### config.mk
export PLATFORM = sky130hd
export DESIGN_NAME = uart_word_rx
export DESIGN_NICKNAME = d
export VERILOG_FILES = /design/src/rtl/uart_word_rx.sv
export SDC_FILE = /design/constraint.sdc
export NUM_CORES = 1
export LEC_CHECK = 0
export CELL_PAD_IN_SITES_DETAIL_PLACEMENT = 1
export CELL_PAD_IN_SITES_GLOBAL_PLACEMENT = 2
export CORE_ASPECT_RATIO = 1.5
export CORE_MARGIN = 5
export CORE_UTILIZATION = 37
export DETAILED_ROUTE_END_ITERATION = 6
export MAX_ROUTING_LAYER = met4
export PLACE_DENSITY_LB_ADDON = 0.1
export SYNTH_ARGS = -nofsm -noshare
export SYNTH_HDL_FRONTEND = slang
export SYNTH_SLANG_ARGS = --single-unit
### constraint.sdc
create_clock -name clk -period 3.6 [get_ports clk]
set_clock_uncertainty 0.1 [all_clocks]
set_input_delay 0.72 -clock clk [delete_from_list [all_inputs] [get_ports clk]]
set_output_delay 0.72 -clock clk [all_outputs]
set_load 0.05 [all_outputs]
### src/rtl/uart_word_rx.sv
// uart_word_rx: packs a stream of UART bytes into DATA_WIDTH-bit words.
// The FSM collects bytes, holds a finished word until the consumer takes it,
// drops partial words on an inter-byte timeout or framing error, and reports
// lost bytes and framing errors through sticky flags.
module uart_word_rx #(
   parameter int DATA_WIDTH     = 32,
   parameter int LSB_FIRST      = 1,
   parameter int TIMEOUT_CYCLES = 100000
) (
   input  logic                  clk,
   input  logic                  rst_n,
   input  logic [7:0]            rx_data,
   input  logic                  rx_valid,
   input  logic                  rx_err,
   output logic [DATA_WIDTH-1:0] word_o,
   output logic                  word_valid_o,
   input  logic                  word_ready_i,
   output logic                  busy_o,
   output logic                  timeout_o,
   output logic                  overrun_o,
   output logic                  frame_err_o,
   input  logic                  clr_err_i
);

   localparam int NB = DATA_WIDTH / 8;
   localparam int IW = $clog2(NB);
   localparam logic [IW-1:0] LAST_IDX = IW'(NB - 1);
   // The gap counter starts at 0 on the edge that takes a byte, so the edge
   // where it would reach TIMEOUT_CYCLES-1 is the one that sees TIMEOUT_CYCLES-2.
   localparam logic [23:0] GAP_LAST = 24'(TIMEOUT_CYCLES - 2);

   typedef enum logic [1:0] {IDLE, COLLECT, FULL} state_t;

   state_t        state;
   logic [IW-1:0] idx;
   logic [23:0]   gap;

   logic acc, bad, ovr_set;

   // Byte qualification and sticky-flag set conditions.
   always_comb begin
      acc     = rx_valid & ~rx_err;
      bad     = rx_valid & rx_err;
      ovr_set = (state == FULL) & acc & ~word_ready_i;
   end

   // Write byte b into the lane selected by index k, keeping the other lanes.
   function automatic logic [DATA_WIDTH-1:0] place(input logic [DATA_WIDTH-1:0] base,
                                                  input logic [IW-1:0] k,
                                                  input logic [7:0] b);
      logic [DATA_WIDTH-1:0] w;
      int lane;
      w = base;
      lane = (LSB_FIRST != 0) ? int'(k) : NB - 1 - int'(k);
      w[lane*8 +: 8] = b;
      return w;
   endfunction

   // Main FSM with registered outputs; busy/valid track COLLECT/FULL.
   always_ff @(posedge clk or negedge rst_n) begin
      if (!rst_n) begin
         state        <= IDLE;
         idx          <= '0;
         gap          <= '0;
         word_o       <= '0;
         word_valid_o <= 1'b0;
         busy_o       <= 1'b0;
         timeout_o    <= 1'b0;
         overrun_o    <= 1'b0;
         frame_err_o  <= 1'b0;
      end else begin
         timeout_o   <= 1'b0;
         overrun_o   <= clr_err_i ? 1'b0 : (overrun_o | ovr_set);
         frame_err_o <= clr_err_i ? 1'b0 : (frame_err_o | bad);
         case (state)
            IDLE: begin
               if (acc) begin
                  word_o <= place('0, '0, rx_data);
                  idx    <= IW'(1);
                  gap    <= '0;
                  busy_o <= 1'b1;
                  state  <= COLLECT;
               end
            end
            COLLECT: begin
               if (bad) begin
                  word_o <= '0;
                  idx    <= '0;
                  gap    <= '0;
                  busy_o <= 1'b0;
                  state  <= IDLE;
               end else if (gap == GAP_LAST) begin
                  // Timeout wins over a byte landing on the same edge; that
                  // byte becomes the first byte of a fresh word.
                  timeout_o <= 1'b1;
                  gap       <= '0;
                  if (acc) begin
                     word_o <= place('0, '0, rx_data);
                     idx    <= IW'(1);
                  end else begin
                     word_o <= '0;
                     idx    <= '0;
                     busy_o <= 1'b0;
                     state  <= IDLE;
                  end
               end else if (acc) begin
                  word_o <= place(word_o, idx, rx_data);
                  gap    <= '0;
                  if (idx == LAST_IDX) begin
                     idx          <= '0;
                     busy_o       <= 1'b0;
                     word_valid_o <= 1'b1;
                     state        <= FULL;
                  end else begin
                     idx <= idx + IW'(1);
                  end
               end else begin
                  gap <= gap + 24'd1;
               end
            end
            FULL: begin
               if (word_ready_i) begin
                  word_valid_o <= 1'b0;
                  if (acc) begin
                     word_o <= place('0, '0, rx_data);
                     idx    <= IW'(1);
                     gap    <= '0;
                     busy_o <= 1'b1;
                     state  <= COLLECT;
                  end else begin
                     state <= IDLE;
                  end
               end
            end
            default: begin
               state        <= IDLE;
               busy_o       <= 1'b0;
               word_valid_o <= 1'b0;
            end
         endcase
      end
   end

endmodule

==> summary.txt, run 1 <==
Floorplanning
  – Die height: around 120 um
  – Core area: between 8000 and 9000 um2
  – Cell Rows: 41
  – Die W: 85.9 um
  – Io pins: 51
  – Initial Utilization: 0.380
  – Die area: 10600 um2

STA
  – Rel. slew slack: 0.398
  – Final period util: 0.771
  – Fin. Hold Viols: 0
  – Max Slew Vio Count: 0
  – Highest clock rate: ~360 MHz
  – Setup tns final: 0 ps
  – Final setup fails: 0
  – Worst-Margin Slew: roughly 900 ps
  – RSZ-0062 raised after global routing: false
  – Final min period: ~2800 ps

Finish
  – Syn-to-layout area delta: 29.3%
  – Share of cells above drive strength 1: 0.118
  – NumNets Final: 380
  – N_diodes: 0
  – Finished Layout Cells: ~470

Placement
  – GPL Wtd Cong: between 0.8 and 0.9
  – Cell total after placement: ~460
  – IO Port Bufs: 50
  – Detailed placement HPWL: between 6 and 7 mm

Logic synthesis
  – Cell Area, Synth: roughly 3200 um2
  – Synthesis Warnings: 0
  – Top-count cell post-synth: dfrtp_1
  – Seq/Total Area, Yosys: 0.508
  – Syn Area/Cell: 10.6 um2
  – Top area cells in the synthesized netlist: dfrtp_1, a22o_1, xor2_1, nor2_1, nand4_1
  – Post-synth cell types: 50
  – Syn Inst Count: about 300
  – Synth area leader: dfrtp_1
  – Register bit total from synthesis: between 60 and 70
  – Top post-synthesis cells by count: dfrtp_1, nor2_1, a22o_1
  – Post-synth top flop: dfrtp_1
  – Post-synth net total: roughly 320
  – Async set-reset flop share out of synthesis: 1.00
  – Share of the synthesized area in the top cell type: 0.508
  – Number of flops mapped to enable cells by yosys: 0

Power
  – Static Leak: about 1.8 nW
  – Peak supply drop: about 460 uV
  – Pwr/cell area: just over 700 nW/um2

Global route
  – Vias in the first global route: ~2900
  – Initial antenna violation count: 0
  – First-pass GRT wire length: 15.2 mm
  – Largest net degree at the start of global routing: 29
  – Total grt overflow: 0
  – Total GRT Usage: 0.190

Clock tree
  – Max Root-Sink Buffers: 2
  – CTS Sinks: 65
  – CTS Hold Buffers Added: 0
  – H-tree depth: 3
  – Clock root buffer: clkbuf_16
  – Worst-path clk slew: ~60 ps
  – TritonCTS Buffers: 9
  – Setup bufs post-CTS: 0
  – Clock latency at the later pin of the worst-skew pair: 330 ps
  – CTS tree: built
  – Post-CTS resize count: 0

Drt
  – Vias per cell: 5.50
  – DR vias: approximately 2600
  – Final wirelength: just under 9 mm
  – DR iter-0 viols: 78
  – Number of remaining DRC errors: 0
  – Wire length per cell: 18.9 um
  – Routed Antenna Nets: 0
  – Drt first pass iters: 4

Critical path
  – R2r setup slk: approximately 1100 ps
  – Setup Crit Path Kind: in -> reg
  – Data arrival time of the critical path: a little under 3000 ps
  – Crit. End Element: flop
  – Worst EP required: about 3800 ps
  – Critical Path Fanout Max: 8
  – CP Launch Type: primary input
  – R2r worst-path depth: 6
  – Setup crit start: rx_err
  – Reg2Reg Launch Point: gap[18]
  – FF-to-FF End: idx[1]

Job
  – Max Cap Viol: 0

Run status
  – Status: complete, no violations

Min path
  – Type of the most critical hold path: in -> async
-- per-stage QoR --
step	power (mW)	setup slack, ps	utilization	instance area [um2]	hold WS (ps)
5_1_grt	3.14	679	0.492	4140	288
3_3_place_gp	2.10	634	0.456	3830	380
3_5_place_dp	2.11	564	0.456	3830	384
4_1_cts	3.02	835	0.492	4140	251
6_report	2.97	826	0.492	4140	239
2_1_floorplan	1.73	1340	-	3200	324
-- registers in the layout, summed over array words and instances (netlist names) --
signal        cells
gap              24
word_o           32
state             2
timeout_o         1
frame_err_o       1
idx               2
busy_o            1
word_valid_o      1
overrun_o         1
-- critical path: stages --
cell	delay [ps]
clkdlybuf4s50_1	560
nand2b_1	300
a22oi_2	420
nand2_1	170
nor4_4	540
a22o_1	230
-- kinds of logic after synthesis --
kind of cell / after synthesis / share of synthesized area
muxes: 1 / 0.00313
xor gates and xnor gates: 20 / 0.0547
adders and majority gates: 7 / 0.0274
AOI/OAI and AO/OA: 76 / 0.187
and+or+nand+nor: 107 / 0.186
buffers and inverters: 25 / 0.0336
DFF: 65 / 0.508
-- worst max-delay path by stage --
stage / endpoint / slack (ps) / depth (start not counted)
floorplan: word_o[10] / 1340 / 5
global placement: word_o[31] / 630 / 6
detailed placement: gap[10] / 560 / 6
CTS: word_o[25] / 840 / 6
global route: gap[10] / 680 / 6
finish: word_o[25] / 830 / 6
-- final cells by class --
class,instances,area (um2)
Clock buffer,9,225
Clock inverter,7,78.8
Fill cell,931,4270
Inverter,14,52.6
Multi-Input combinational cell,211,1470
Sequential cell,65,1630
Tap cell,107,134
Timing Repair Buffer,58,556
-- cells in the final DEF, fill, tap and decap left out, drive strengths merged, types with 2 or more instances in the layout --
| master | n |
|---|---|
| a21oi | 3 |
| nor4 | 5 |
| or3 | 4 |
| nand4 | 17 |
| nand3 | 8 |
| or4 | 2 |
| and4 | 2 |
| clkinvlp | 3 |
| nor2 | 31 |
| nand2 | 22 |
| nor4b | 2 |
| nand2b | 4 |
| clkbuf | 9 |
| dfrtp | 65 |
| o21ai | 24 |
| a22o | 25 |
| a31o | 2 |
| xor2 | 17 |
| nor2b | 2 |
| inv | 16 |
| buf | 9 |
| o31ai | 11 |
| clkdlybuf4s50 | 49 |
| xnor2 | 3 |
| ha | 7 |
| and3 | 3 |
-- report_power, final --
group | switching [mW] | internal (mW) | leakage (nW)
Clock | 0.337 | 0.541 | 0.139
Combinational | 0.772 | 0.384 | 0.752
Sequential | 0.0974 | 0.844 | 0.883
-- layer usage --
| layer | routed length, um | share of wire | global-route usage |
|---|---|---|---|
| met1 | 3870 | 0.44 | 0.226 |
| met2 | 4610 | 0.52 | 0.319 |
| met3 | 241 | 0.027 | 0.0364 |
| met4 | 165 | 0.019 | 0.0663 |
| met5 | 0 | 0 | - |
Note: power is estimated with default switching activity, not from simulation.
==> run 2, diff against run 1 <==
--- a/config.mk
+++ b/config.mk
@@ -9,7 +9,7 @@
 export CELL_PAD_IN_SITES_GLOBAL_PLACEMENT = 2
 export CORE_ASPECT_RATIO = 1.5
 export CORE_MARGIN = 5
-export CORE_UTILIZATION = 37
+export CORE_UTILIZATION = 34
 export DETAILED_ROUTE_END_ITERATION = 6
 export MAX_ROUTING_LAYER = met4
 export PLACE_DENSITY_LB_ADDON = 0.1
==> constraint.sdc (replaced) <==
create_clock -name clk -period 2.8 [get_ports clk]
set_clock_uncertainty 0.1 [all_clocks]
set_input_delay 0.56 -clock clk [delete_from_list [all_inputs] [get_ports clk]]
set_output_delay 0.56 -clock clk [all_outputs]
set_load 0.05 [all_outputs]
==> summary.txt, run 2 (synthesis results as in run 1) <==
STA
  – Worst-Margin Slew: 773 ps (was 896 ps)
  – RSZ-0062 raised after global routing: false (unchanged)
  – Highest clock rate: roughly 400 MHz
  – Rel. slew slack: 0.481 (was 0.398)
  – Fin. Hold Viols: 0 (unchanged)
  – Setup tns final: 0 ps (unchanged)
  – Final setup fails: 0 (unchanged)
  – Worst hold margin: 72.7 ps (was 239 ps)
  – Final min period: around 2500 ps
  – Max Slew Vio Count: 0 (unchanged)
  – Final period util: 0.891

Global route
  – Total GRT Usage: 0.179 (was 0.190)
  – First-pass GRT wire length: 15.3 mm (was 15.2 mm)
  – Most Crowded Layer GR: met2 (unchanged)
  – Total grt overflow: 0 (unchanged)
  – Largest net degree at the start of global routing: 30 (was 29)
  – Initial antenna violation count: 0 (unchanged)
  – Met3 global-route usage: 0.0423 (was 0.0364)
  – Met2 Use GR: 0.287 (was 0.319)
  – GRT met1 Usage: 0.222 (was 0.226)
  – Vias in the first global route: 2828 (was 2880)

Placement
  – Detailed placement HPWL: 6.72 mm (was 6.32 mm)
  – IO Port Bufs: 50 (unchanged)
  – Cell total after placement: 465 (was 455)
  – GPL Wtd Cong: 0.819 (was 0.854)

Floorplanning
  – Core area: 9250 um2 (was 8410 um2)
  – Cell Rows: 43 (was 41)
  – Die height: 129 um (was 124 um)
  – Io pins: 51 (unchanged)
  – Die area: 11500 um2 (was 10600 um2)
  – Initial Utilization: 0.346 (was 0.380)
  – Die W: 89.2 um (was 85.9 um)

Job
  – Max Cap Viol: 0 (unchanged)

Critical path
  – FF-to-FF End: word_o[8] (was idx[1])
  – CP Launch Type: flop (was primary input)
  – Setup Crit Path Kind: reg -> reg (was in -> reg)
  – Setup crit start: gap[18] (was rx_err)
  – Worst EP required: 2910 ps (was 3760 ps)
  – Critical Path Fanout Max: 8 (unchanged)
  – Reg2Reg Launch Point: gap[18] (unchanged)
  – R2r setup slk: 300 ps (was 1050 ps)
  – R2r worst-path depth: 5 (was 6)
  – Data arrival time of the critical path: 2610 ps (was 2940 ps)
  – CP Capture Point: word_o[8] (was word_o[25])
  – Crit. End Element: flop (unchanged)

Finish
  – Commonest non-fill, non-tap cell in the layout: dfrtp_1 (unchanged)
  – Finished Layout Cells: 481 (was 471)
  – Commonest non-fill, non-tap cells in the layout: dfrtp_1, clkdlybuf4s50_1, nor2_1 (unchanged)
  – NumNets Final: 385 (was 380)
  – Final core utilization: 0.453 (was 0.492)
  – Share of cells above drive strength 1: 0.127 (was 0.118)
  – N_diodes: 0 (unchanged)
  – Biggest regs: word_o x32, gap x24 (unchanged)
  – Most flops, register: word_o (unchanged)
  – Syn-to-layout area delta: 30.9% (was 29.3%)
  – FILL cells: 1043 (was 931)
  – Largest register FFs: 32 (unchanged)

Drt
  – Vias per cell: 5.45 (was 5.50)
  – Routed Antenna Nets: 0 (unchanged)
  – Wire length per cell: 19.0 um (was 18.9 um)
  – Number of remaining DRC errors: 0 (unchanged)
  – Final wirelength: 9.13 mm (was 8.88 mm)
  – DR iter-0 viols: 105 (was 78)
  – Drt first pass iters: 5 (was 4)
  – DR vias: 2623 (was 2591)

Clock tree
  – TritonCTS Buffers: 9 (unchanged)
  – Clock latency at the later pin of the worst-skew pair: 330 ps (about the same)
  – H-tree depth: 3 (unchanged)
  – Clock root buffer: clkbuf_16 (unchanged)
  – Setup bufs post-CTS: 0 (unchanged)
  – CTS Hold Buffers Added: 0 (unchanged)
  – Worst-path clk slew: 50 ps (was 60 ps)
  – Post-CTS resize count: 0 (unchanged)
  – CTS Sinks: 65 (unchanged)
  – CTS tree: built (unchanged)
  – Max Root-Sink Buffers: 2 (unchanged)

Power
  – Design Power: 3.85 mW (was 2.97 mW)
  – Peak supply drop: 543 uV (was 457 uV)
  – Static Leak: 1.81 nW (was 1.77 nW)
  – Pwr/cell area: 919 nW/um2 (was 719 nW/um2)

Run status
  – Status: complete, no violations (unchanged)

Min path
  – Type of the most critical hold path: in -> async (unchanged)
run 2: changes by cell type in the layout (fill, tap and decap cells not counted), sizes merged:
cell and delta:
clkinv +1, buf +5, inv -2, clkbuf +2, clkinvlp -1
run 2: worst min-delay path by stage:
| stage | startpoint | to | slack (ps) | cells past startpoint |
|---|---|---|---|---|
| after floorplan | rst_n | busy_o | 160 | 0 |
| after global placement | word_o[6] | word_o[6] | 380 | 1 |
| after detailed placement | word_o[6] | word_o[6] | 380 | 1 |
| after CTS | rst_n | gap[5] | 80 | 1 |
| after global routing | rst_n | gap[5] | 100 | 1 |
| final | rst_n | gap[7] | 70 | 1 |
run 2: layout make-up:
type / count / area (um2) / area share
sequential: 65 / 1630 / 0.388
multi-input combinational: 211 / 1470 / 0.350
tap: 112 / 140 / 0.0335
inverter: 14 / 52.6 / 0.0125
clock buffer: 11 / 243 / 0.0579
timing repair buffer: 63 / 606 / 0.145
clock inverter: 5 / 55.1 / 0.0131
run 2: per-stage QoR:
| stage | instance area (um2) | setup slack (ps) |
|---|---|---|
| after floorplan | 3200 | 704 |
| after global placement | 3890 | 67.1 |
| after detailed placement | 3890 | 57.3 |
| after CTS | 4190 | 272 |
| after global routing | 4190 | 130 |
| final | 4190 | 304 |
run 2: power breakdown:
part | internal [mW] | switching, mW
sequential | 1.09 | 0.120
combinational | 0.523 | 1.00
clock | 0.710 | 0.411
total | 2.32 | 1.53
run 2: metal layers:
metal	part of all wire	up-vias	wire length [um]
met5	0	-	0
met4	0.014	0	130
met3	0.030	9	270
met2	0.52	46	4740
met1	0.44	1344	4000
li1	-	1224	-
run 2: worst max-delay path: stages (launching register included):
cell     delay (ps)
dfrtp_1         430
nor4_1          520
nand4_1         400
nor2_4          290
o21ai_1         300
a22o_1          330
==> run 3, diff against run 2 <==
--- a/config.mk
+++ b/config.mk
@@ -16,3 +16,4 @@
 export SYNTH_ARGS = -nofsm -noshare
 export SYNTH_HDL_FRONTEND = slang
 export SYNTH_SLANG_ARGS = --single-unit
+export TNS_END_PERCENT = 50
==> results of run 3 <==
Final layout, timing and power as in run 2 (identical DEF).
